**src/rtl/pipe_ctrl_pkg.sv**
```systemverilog
// Shared pipeline-control types: decoded control bundle, halt sequencer
// states and the opcode encodings the decoder recognises.
package pipe_ctrl_pkg;

    typedef struct packed {
        logic       alusrc;
        logic       memtoreg;
        logic       regwrite;
        logic       memread;
        logic       memwrite;
        logic       branch;
        logic [1:0] aluop;
        logic [1:0] mux_final;
    } ctrl_bundle_t;

    typedef enum logic [1:0] {
        RUN    = 2'd0,
        DRAIN  = 2'd1,
        HALTED = 2'd2
    } halt_state_e;

    localparam logic [6:0] R_TYPE = 7'b0110011;
    localparam logic [6:0] I_TYPE = 7'b0010011;
    localparam logic [6:0] LW     = 7'b0000011;
    localparam logic [6:0] SW     = 7'b0100011;
    localparam logic [6:0] BR     = 7'b1100011;
    localparam logic [6:0] JAL    = 7'b1101111;
    localparam logic [6:0] JALR   = 7'b1100111;
    localparam logic [6:0] HALT   = 7'b1001100;

endpackage

```
**src/rtl/id_ex_ctrl_stage_hazard_detect.sv**
```systemverilog
// Combinational load-use hazard detector (module hazard_detect).
// Ports: i_id_valid, i_id_rs1/rs2 (ID), i_ex_valid, i_ex_memread, i_ex_rd (EX); o_load_use.
module hazard_detect #(
    parameter int REG_W = 5
) (
    input  logic             i_id_valid,
    input  logic [REG_W-1:0] i_id_rs1,
    input  logic [REG_W-1:0] i_id_rs2,
    input  logic             i_ex_valid,
    input  logic             i_ex_memread,
    input  logic [REG_W-1:0] i_ex_rd,
    output logic             o_load_use
);

    logic w_rd_nz;
    logic w_match;

    // Both source fields are compared even if the ID opcode ignores rs2;
    // a spurious one-cycle stall is cheaper than decoding the opcode here.
    assign w_rd_nz    = (i_ex_rd != '0);
    assign w_match    = (i_ex_rd == i_id_rs1) | (i_ex_rd == i_id_rs2);
    assign o_load_use = i_id_valid & i_ex_valid & i_ex_memread
                      & w_rd_nz & w_match;

endmodule

```
**src/rtl/id_ex_ctrl_stage.sv**
```systemverilog
// ID/EX control register with load-use bubbles, EX flushes and HALT drain.
// Ports: decoded id_* in, registered ex_* out, pc/ifid enables, halted.
module id_ex_ctrl_stage
    import pipe_ctrl_pkg::*;
#(
    parameter int DRAIN_CYCLES = 3,
    parameter int REG_W        = 5
) (
    input  logic             clk,
    input  logic             reset,
    input  logic             id_valid,
    input  logic             id_alusrc,
    input  logic             id_memtoreg,
    input  logic             id_regwrite,
    input  logic             id_memread,
    input  logic             id_memwrite,
    input  logic             id_branch,
    input  logic [1:0]       id_aluop,
    input  logic [1:0]       id_mux_final,
    input  logic             id_halt,
    input  logic [REG_W-1:0] id_rs1,
    input  logic [REG_W-1:0] id_rs2,
    input  logic [REG_W-1:0] id_rd,
    input  logic             ex_flush,
    output logic             ex_alusrc,
    output logic             ex_memtoreg,
    output logic             ex_regwrite,
    output logic             ex_memread,
    output logic             ex_memwrite,
    output logic             ex_branch,
    output logic [1:0]       ex_aluop,
    output logic [1:0]       ex_mux_final,
    output logic             ex_valid,
    output logic [REG_W-1:0] ex_rs1,
    output logic [REG_W-1:0] ex_rs2,
    output logic [REG_W-1:0] ex_rd,
    output logic             pc_write,
    output logic             ifid_write,
    output logic             ifid_flush,
    output logic             load_use_stall,
    output logic             halted
);

    localparam int CNT_W = $clog2(DRAIN_CYCLES) + 1;

    halt_state_e  r_state;
    logic [CNT_W-1:0] r_cnt;
    logic         r_halted;
    ctrl_bundle_t r_ctrl;
    logic         r_valid;
    logic [REG_W-1:0] r_rs1;
    logic [REG_W-1:0] r_rs2;
    logic [REG_W-1:0] r_rd;

    ctrl_bundle_t w_id_ctrl;
    logic         w_run;
    logic         w_hazard;
    logic         w_load_use;
    logic         w_pc_write;
    logic         w_capture;
    logic         w_enter_drain;

    assign w_id_ctrl = '{
        alusrc:    id_alusrc,
        memtoreg:  id_memtoreg,
        regwrite:  id_regwrite,
        memread:   id_memread,
        memwrite:  id_memwrite,
        branch:    id_branch,
        aluop:     id_aluop,
        mux_final: id_mux_final
    };

    hazard_detect #(
        .REG_W(REG_W)
    ) u_hazard (
        .i_id_valid   (id_valid),
        .i_id_rs1     (id_rs1),
        .i_id_rs2     (id_rs2),
        .i_ex_valid   (r_valid),
        .i_ex_memread (r_ctrl.memread),
        .i_ex_rd      (r_rd),
        .o_load_use   (w_hazard)
    );

    assign w_run      = (r_state == RUN);
    assign w_load_use = w_run & w_hazard;

    // Priority in RUN: flush, then load-use, then halt, then normal capture.
    // Outside RUN nothing advances and EX only ever sees bubbles.
    always_comb begin
        w_pc_write    = 1'b0;
        w_capture     = 1'b0;
        w_enter_drain = 1'b0;
        if (w_run) begin
            if (ex_flush) begin
                w_pc_write = 1'b1;
            end else if (w_load_use) begin
                w_pc_write = 1'b0;
            end else if (id_valid & id_halt) begin
                w_enter_drain = 1'b1;
            end else begin
                w_pc_write = 1'b1;
                w_capture  = id_valid;
            end
        end
    end

    always_ff @(posedge clk) begin
        if (reset) begin
            r_state  <= RUN;
            r_cnt    <= '0;
            r_halted <= 1'b0;
            r_ctrl   <= '0;
            r_valid  <= 1'b0;
            r_rs1    <= '0;
            r_rs2    <= '0;
            r_rd     <= '0;
        end else begin
            if (w_capture) begin
                r_ctrl  <= w_id_ctrl;
                r_valid <= 1'b1;
                r_rs1   <= id_rs1;
                r_rs2   <= id_rs2;
                r_rd    <= id_rd;
            end else begin
                r_ctrl  <= '0;
                r_valid <= 1'b0;
                r_rs1   <= '0;
                r_rs2   <= '0;
                r_rd    <= '0;
            end
            unique case (r_state)
                RUN: begin
                    if (w_enter_drain) begin
                        r_state <= DRAIN;
                        r_cnt   <= CNT_W'(DRAIN_CYCLES - 1);
                    end
                end
                DRAIN: begin
                    if (r_cnt == '0) begin
                        r_state  <= HALTED;
                        r_halted <= 1'b1;
                    end else begin
                        r_cnt <= r_cnt - 1'b1;
                    end
                end
                HALTED: begin
                    r_halted <= 1'b1;
                end
                default: begin
                    r_state <= RUN;
                end
            endcase
        end
    end

    assign ex_alusrc      = r_ctrl.alusrc;
    assign ex_memtoreg    = r_ctrl.memtoreg;
    assign ex_regwrite    = r_ctrl.regwrite;
    assign ex_memread     = r_ctrl.memread;
    assign ex_memwrite    = r_ctrl.memwrite;
    assign ex_branch      = r_ctrl.branch;
    assign ex_aluop       = r_ctrl.aluop;
    assign ex_mux_final   = r_ctrl.mux_final;
    assign ex_valid       = r_valid;
    assign ex_rs1         = r_rs1;
    assign ex_rs2         = r_rs2;
    assign ex_rd          = r_rd;
    assign pc_write       = w_pc_write;
    assign ifid_write     = w_pc_write;
    assign ifid_flush     = w_run & ex_flush;
    assign load_use_stall = w_load_use;
    assign halted         = r_halted;

endmodule

```
**config.mk**
```make
export PLATFORM = sky130hd
export DESIGN_NAME = id_ex_ctrl_stage
export DESIGN_NICKNAME = d
export VERILOG_FILES = /design/src/rtl/pipe_ctrl_pkg.sv /design/src/rtl/id_ex_ctrl_stage_hazard_detect.sv /design/src/rtl/id_ex_ctrl_stage.sv
export SDC_FILE = /design/constraint.sdc
export NUM_CORES = 1
export LEC_CHECK = 0
export BUFFER_PORTS_ARGS = -buffer_cell sky130_fd_sc_hd__buf_2
export CAP_MARGIN = 20
export CORE_ASPECT_RATIO = 0.75
export CORE_MARGIN = 4
export CORE_UTILIZATION = 25
export DETAILED_ROUTE_END_ITERATION = 10
export MAX_ROUTING_LAYER = met4
export SYNTH_ARGS = -nofsm -noshare
export SYNTH_HDL_FRONTEND = slang
export SYNTH_SLANG_ARGS = --single-unit
```
**constraint.sdc**
```tcl
create_clock -name clk -period 1.8 [get_ports clk]
set_input_delay 0 -clock clk [delete_from_list [all_inputs] [get_ports clk]]
set_output_delay 0 -clock clk [all_outputs]
set_load 0.01 [all_outputs]
```
* After elaboration in Yosys (flattened, before gate mapping) *
Index checks and enable logic that the tools add are counted.

storage, ports and cells
  flip-flop bits (word level) = 32
  logic and storage cells = 63
  output and inout port bits = 31
  input bits = 30

operators by class
  $add $sub $neg = 1
  bitwise logic cells = 10
  muxes and demuxes = 21
  equality and inequality tests = 7
  reduce and logical (&&, ||, !) cells = 9

operators with widths
  operator             number
  $mux 1               14
  $eq 5x5->1           2
  $and 1x1->1          7
  $mux 3               2
  $pmux 2 s3           1
  $pmux 3 s2           1
  $reduce_and 3->1     2
  $reduce_bool 5->1    1
  $mux 2               2
  $ne 2x2->1 const B   2
  $reduce_bool 2->1    2
  $logic_not 3->1      1
  $sub 3x1->3 const B  1
  $eq 2x1->1 const B   1
  $eq 2x2->1 const B   1
  $logic_not 2->1      1
  $ne 2x1->1 const B   1
  $not 1->1            2
  $pmux 1 s2           1
  $reduce_and 2->1     1
  $reduce_or 2->1      1
  $or 1x1->1           1

* Depth between registers and ports, before layout *
Gate-level depths: netlist (run 1).

  word-level depth = 10
  mapped depth = 7
  depth with buffers taken out = 7

* By module *
Synthesis (run 1) repeated with hierarchy kept, for this count alone.

second synthesis, totals
  cell total of the unflattened synthesis = 109
  area, all modules = 1176.1 um^2

modules (own cells, without submodules)
  module            cells each  seq. area each (um^2)  times used  area an instance (um^2)
  id_ex_ctrl_stage  92          640.6                  1           1047.3
  hazard_detect     17          0.0                    1           128.9

* Least setup slack after synthesis (run 1) *
Ideal clock, no wire load.

  kind = register to register
  start = register r_rd[0] (netlist: ex_rd[0])
  end = register r_cnt[1]
  arrival time = 1322 ps
  slack = 357 ps
  setup time = 121 ps
  cell stages (with the launch flop) = 6
  clock period less this slack = 1443 ps
  required time = 1679 ps
  buffers on the path = 0
  cell sequence = dfxtp_1 -> xnor2_1 -> nand3_2 -> o22ai_4 -> a21oi_2 -> mux2_4

on the way
  cells in the longest elaborated chain, start to end = 9
  elaborated cells on any way between the ends = 12
  those cells by class = eq/ne: 3; mux: 3; bitwise: 4; reduce/logical: 2

ends and longest elaborated chain
  what                                             RTL line                                                                    text
  start, declared                                  id_ex_ctrl_stage.sv:53                                                      logic [REG_W-1:0] r_rd;
  start signal, assigned                           id_ex_ctrl_stage.sv:125                                                     r_rd <= id_rd;
  $eq 5x5->1 or $reduce_bool 5->1 (tied branches)  id_ex_ctrl_stage_hazard_detect.sv:21, id_ex_ctrl_stage_hazard_detect.sv:20
  $or 1x1->1 or $and 1x1->1 (tied branches)        id_ex_ctrl_stage_hazard_detect.sv:21, id_ex_ctrl_stage_hazard_detect.sv:23
  $and 1x1->1 (*)                                  id_ex_ctrl_stage_hazard_detect.sv:23                                        & w_rd_nz & w_match;
  $and 1x1->1 (*)                                  id_ex_ctrl_stage.sv:87                                                      assign w_load_use = w_run & w_hazard;
  $mux 1 (*)                                       id_ex_ctrl_stage.sv:98                                                      end else if (w_load_use) begin
  $mux 1 (*)                                       id_ex_ctrl_stage.sv:96                                                      if (ex_flush) begin
  $mux 1 (*)                                       id_ex_ctrl_stage.sv:95                                                      if (w_run) begin
  $ne 2x1->1 (no source line) (*)                  n/a
  $reduce_and 3->1 (no source line) (*)            n/a
  end signal, assigned                             id_ex_ctrl_stage.sv:137                                                     r_cnt <= CNT_W'(DRAIN_CYCLES - 1);
  end signal, assigned                             id_ex_ctrl_stage.sv:145                                                     r_cnt <= r_cnt - 1'b1;
  end, declared                                    id_ex_ctrl_stage.sv:47                                                      logic [CNT_W-1:0] r_cnt;

Mark *: on every way between the ends. The rest lies on a longest branch, timed or not.
A chain may end at the register's enable or synchronous reset.

* Worst setup path in the final report (run 1) *
  start = register r_rd[4] (netlist: ex_rd[4])
  end = output port pc_write

on the way
  cells in the longest elaborated chain, start to end = 7
  elaborated cells on any way between the ends = 10
  those cells by class = eq/ne: 2; mux: 3; bitwise: 4; reduce/logical: 1

ends and longest elaborated chain
  what                                             RTL line                                                                    text
  $eq 5x5->1 or $reduce_bool 5->1 (tied branches)  id_ex_ctrl_stage_hazard_detect.sv:21, id_ex_ctrl_stage_hazard_detect.sv:20
  $or 1x1->1 or $and 1x1->1 (tied branches)        id_ex_ctrl_stage_hazard_detect.sv:21, id_ex_ctrl_stage_hazard_detect.sv:23
  $and 1x1->1 (*)                                  id_ex_ctrl_stage_hazard_detect.sv:23
  $and 1x1->1 (*)                                  id_ex_ctrl_stage.sv:87
  $mux 1 (*)                                       id_ex_ctrl_stage.sv:98
  $mux 1 (*)                                       id_ex_ctrl_stage.sv:96
  $mux 1 (*)                                       id_ex_ctrl_stage.sv:95
  end, declared                                    id_ex_ctrl_stage.sv:37                                                      output logic pc_write,

Marks and branches as above.

==> results of run 1 <==
cells in the mapped netlist:
master / n
nand2b_1: 2
nor2_4: 1
a21oi_1: 3
a21oi_2: 2
nand4_1: 1
nand3_2: 1
nor3_1: 3
and2_2: 1
inv_1: 4
mux2_2: 1
nand3_1: 2
o2bb2ai_1: 1
dfxtp_1: 32
and2_1: 8
nand2b_2: 1
nand3b_1: 2
buf_4: 2
xnor2_1: 10
mux2_4: 1
o22a_2: 1
nand2_1: 5
or4b_2: 1
and2_4: 17
o22ai_4: 1
a21oi_4: 1
nor2_1: 4
buf_6: 3
nor2b_1: 1
ha_1: 2
mux2i_1: 1
a211oi_1: 2
stage by stage:
stage               instances  setup WS (ps)  util [%]
floorplan                 117            357         -
global placement          232            123      32.9
CTS                       265           68.5      39.7
finish                    265            112      39.7
global route              265           4.53      39.7
detailed placement        232            140      32.9
registers in the layout (all words and copies together) (netlist names):
signal,cells
ex_alusrc,1
ex_rs2,5
ex_valid,1
ex_regwrite,1
r_state,2
ex_branch,1
ex_rs1,5
halted,1
ex_memread,1
ex_aluop,2
ex_rd,5
r_cnt,3
ex_memwrite,1
ex_memtoreg,1
ex_mux_final,2
critical path, stage by stage, from the launching register on:
cell and delay [ps]:
dfxtp_1 430, xnor2_1 140, nand3_1 140, o22ai_4 250, and2_2 230, a21oi_1 90, buf_2 140
final cells by class:
cell class              instances  area share (%)
inverters                       4           0.763
clock buffers                   6            3.69
clock inverters                 1           0.254
flip-flops and latches         32            32.7
multi-input cells              76            30.3
repair buffers                 86            28.5
well taps                      60            3.81
final timing paths:
kind         startpoint           to  slack, ps  cells after the start
max            ex_rd[4]     pc_write        110                      6
min            id_valid     ex_valid        150                      3
max reg2reg    ex_rd[0]  ex_memwrite        180                      4
min reg2reg      halted       halted        450                      2
power by group:
part	switching, uW	total [uW]	internal, uW
combinational	85.2	207	122
clock	233	495	262
sequential	13.3	741	727
total	331	1440	1110
layer usage:
layer / GRT usage, % / wire length (um) / up-vias
met5: - / 0 / -
met4: 3.51 / 22 / 0
met3: 4.09 / 269 / 2
met2: 15.7 / 1260 / 50
met1: 13.2 / 1490 / 457
li1: - / - / 552
logic make-up after synthesis:
logic type / count (synthesis) / share of synthesized area, %
muxes: 3 / 2.79
AOI/OAI and AO/OA: 11 / 7.88
DFF: 32 / 49.2
xor gates and xnor gates: 10 / 6.73
and+or+nand+nor: 50 / 26.5
adders and majority gates: 2 / 1.92
buffers and inverters: 9 / 4.90
timing repair:
item | 4_1_cts | 5_1_grt
hold buffers | 26 | 0
hold endpoints to repair | 27 | 0
gates resized for setup | 0 | 2
setup endpoints to repair | 0 | 19
==> run metrics, run 1 <==
outcome=finished, final reports clean; CTS Root Cell=clkbuf_8; vias post-DR=1061; clk_lat worst skew=270 ps; synth warn=0; Multi-input gate area=597 um2; largest cells by area after synthesis=dfxtp_1, and2_4, xnor2_1; CTS tree=built; DRT antenna net count=0; Gate Count Post-Synth=117; # port buffers=60; FF+latch count, synth=32; CTS H-tree lvls=2; WP data arrival=between 1500 and 2000 ps; FP Rows=22; Pwr Density=733 mW/mm2; final hold viol count=0; Diodes inserted=0; area of the core=0.00495 mm2; Iter 0 DRT Violations=13; largest area contributor in the netlist=dfxtp_1; vias in the first global route=~1200; drt pass-1 iters=4; Global Route Usage Sum=between 10% and 20%; DR vias/cell=4.00; Final Power=1440 uW; GPL Wtd Cong=0.783; clk sinks=32; most frequent cells in the layout=buf_2, dfxtp_1, dlygate4sd3_1; dpl cell area=around 0.0016 mm2; global route overflow=0; commonest non-fill, non-tap cell in the layout=buf_2; initial antenna violation count=0; slew margin rel.=about 60%; fraction of layout cells with a size suffix above 1=between 40% and 50%; unrepaired setup endpoints after global routing=false; Tmin final=around 1700 ps; Num CTS Buffers=5; Max Cap Violations=0; nature of the critical path startpoint=register; final clock skew=1.94 ps; leak pwr=0.000902 uW; Final period util=93.8%; clk buf depth=2; FILL cells=499; Starting Density=26.3%; Worst VDD drop=0.375 mV; area grow syn2layout=51.3%; Required @ worst endpoint=between 1500 and 2000 ps; Reg clk slew, reported paths=60 ps; Final #Nets=237; total die area=0.00644 mm2; setup violators final=0; pins over their slew limit=0; hold_ws=152 ps; Final Instance Area=0.00197 mm2; max frequency=around 590 MHz; largest net degree at the start of global routing=27; Worst-Margin Slew=608 ps; Die H=70.5 um; first-pass GRT wire length=5220 um; Cell variety after synth=31; synthesized net count=between 100 and 150; share of the synthesized area in the top cell type=49.2%; CP max FO=5; HPWL after detailed placement=around 2200 um; FF+latch area=approximately 640 um2; I/O pin cnt=61; Die Wd=91.3 um; WL final=3040 um; CP endpoint kind=output pin; synthesized cell area=0.00130 mm2; Post-CTS Setup Inserts=0; setup tns final=0 ps; Routed wire per std cell=11.5 um; Avg Cell Area, Syn=11.1 um2; min-delay worst type=in2reg; critical path class=reg2out; post-synthesis sequential area ratio=49.2%; DRC viols=0
Power figures use the tool's default switching activity.
==> run 2, diff against run 1 <==
- CTS_BUF_LIST: default -> sky130_fd_sc_hd__clkbuf_4
==> run metrics, run 2 (synthesis results as in run 1) <==
Worst VDD drop=approximately 0.38 mV; Worst-Margin Slew=between 600 and 700 ps; WP data arrival=1670 ps; initial antenna violation count=0; DRC viols=0; DRT antenna net count=0; clk buf depth=2; global route overflow=0; Iter 0 DRT Violations=11; Pint=1010 uW; switching power total=326 uW; clk sinks=32; area of the core=about 0.0050 mm2; setup tns final=0 ps; clk_lat worst skew=about 320 ps; Final #Nets=between 200 and 250; Reg clk slew, reported paths=90 ps; CTS tree=built; commonest non-fill, non-tap cell in the layout=buf_2; most frequent cells in the layout=buf_2, dfxtp_1, dlygate4sd3_1; Routed wire per std cell=11.7 um; outcome=finished, final reports clean; pins over their slew limit=0; Die Wd=around 91 um; vias post-DR=roughly 1100; Switching Fraction=between 20% and 30%; fraction of layout cells with a size suffix above 1=between 50 and 60%; setup violators final=0; highest metal used=met4; WL final=roughly 3100 um; Num CTS Buffers=5; logic gate share of total power=16.0%; DRT met1 WL=1490 um; Final period util=between 90 and 100%; Starting Density=26.3%; # port buffers=60; Global Route Usage Sum=10.8%; CP max FO=6; Die H=between 70 and 80 um; first-pass GRT wire length=5280 um; register share of total power=between 50% and 60%; critical path class=reg2out; fin util=just over 40%; max frequency=598 MHz; CTS H-tree lvls=2; vias in the first global route=1163; I/O pin cnt=61; area grow syn2layout=53.3%; largest net degree at the start of global routing=27; Max Cap Violations=0; slew margin rel.=roughly 60%; drt pass-1 iters=4; clock share of power=28.7%; DR vias/cell=4.01; GPL Wtd Cong=0.783; final clock skew=slightly above 7 ps; HPWL after detailed placement=2170 um; Diodes inserted=0; total die area=0.00644 mm2; CP endpoint kind=output pin; Tmin final=approximately 1700 ps; nature of the critical path startpoint=register; WL met2=1330 um; met3 routed WL=266 um; min-delay worst type=in2reg; unrepaired setup endpoints after global routing=false; leak pwr=0.000917 uW; CTS Root Cell=clkbuf_4; Required @ worst endpoint=around 1800 ps; Pwr Density=between 600 and 700 mW/mm2; FP Rows=22; Post-CTS Setup Inserts=0; final hold viol count=0
run 2: cell count changes in the layout (fill, tap and decap cells not counted), moves of 2 or more:
cell / before / now
dfxtp_2: 2 / 4
dfxtp_4: 0 / 2
clkbuf_4: 0 / 6
dfxtp_1: 30 / 26
clkbuf_8: 5 / 0
xnor2_2: 0 / 4
xnor2_1: 10 / 6
run 2: timing repair:
action | CTS | global route
endpoints found under the setup margin | 2 | 24
hold endpoints to repair | 28 | 0
hold buffers | 26 | 0
resized for setup | 1 | 14
pin swaps | 0 | 3
run 2: path summary, 6_finish.rpt:
path / endpoint / cells past startpoint / slack, ps / start
max reg2reg: ex_rd[4] / 4 / 200 / ex_rd[0]
min reg2reg: halted / 2 / 460 / halted
min: ex_valid / 3 / 100 / id_valid
max: pc_write / 6 / 130 / r_state[1]
run 2: worst max-delay path, stage by stage (launching register included):
cell     delay (ps)
dfxtp_1         390
nor2_4          140
nand4_1         160
a21oi_4         240
and2_4          190
a21oi_1          90
buf_2           150
run 2: per-stage QoR:
step	hold slack, ps	power, uW	setup slack (ps)	cell area, um2	std cells
global route	107	1420	5.10	1990	265
floorplan	108	860	357	1300	117
finish	98.6	1340	128	1990	265
CTS	85.1	1360	5.24	1940	265
global placement	202	921	123	1630	232
detailed placement	208	920	140	1630	232
run 2: per-layer routing:
metal  up-vias  track usage, %
li1        554               -
met1       456            13.2
met2        50            16.0
met3         2            4.09
met4         0            4.01
met5         -               -
run 2: cell type report:
class,count,area (um2)
Clock inverter,1,5.00
Inverter,4,15.0
Clock buffer,6,45.0
Multi-Input combinational cell,76,641
Tap cell,60,75.1
Timing Repair Buffer,86,561
Fill cell,495,2960
Sequential cell,32,653
run 2: power groups by stage:
stage               clock, uW  combinational (uW)  sequential, uW
floorplan                   0                 101             759
CTS                       406                 209             740
global route              437                 238             742
finish                    383                 214             739
global placement            0                 165             756
detailed placement          0                 164             756
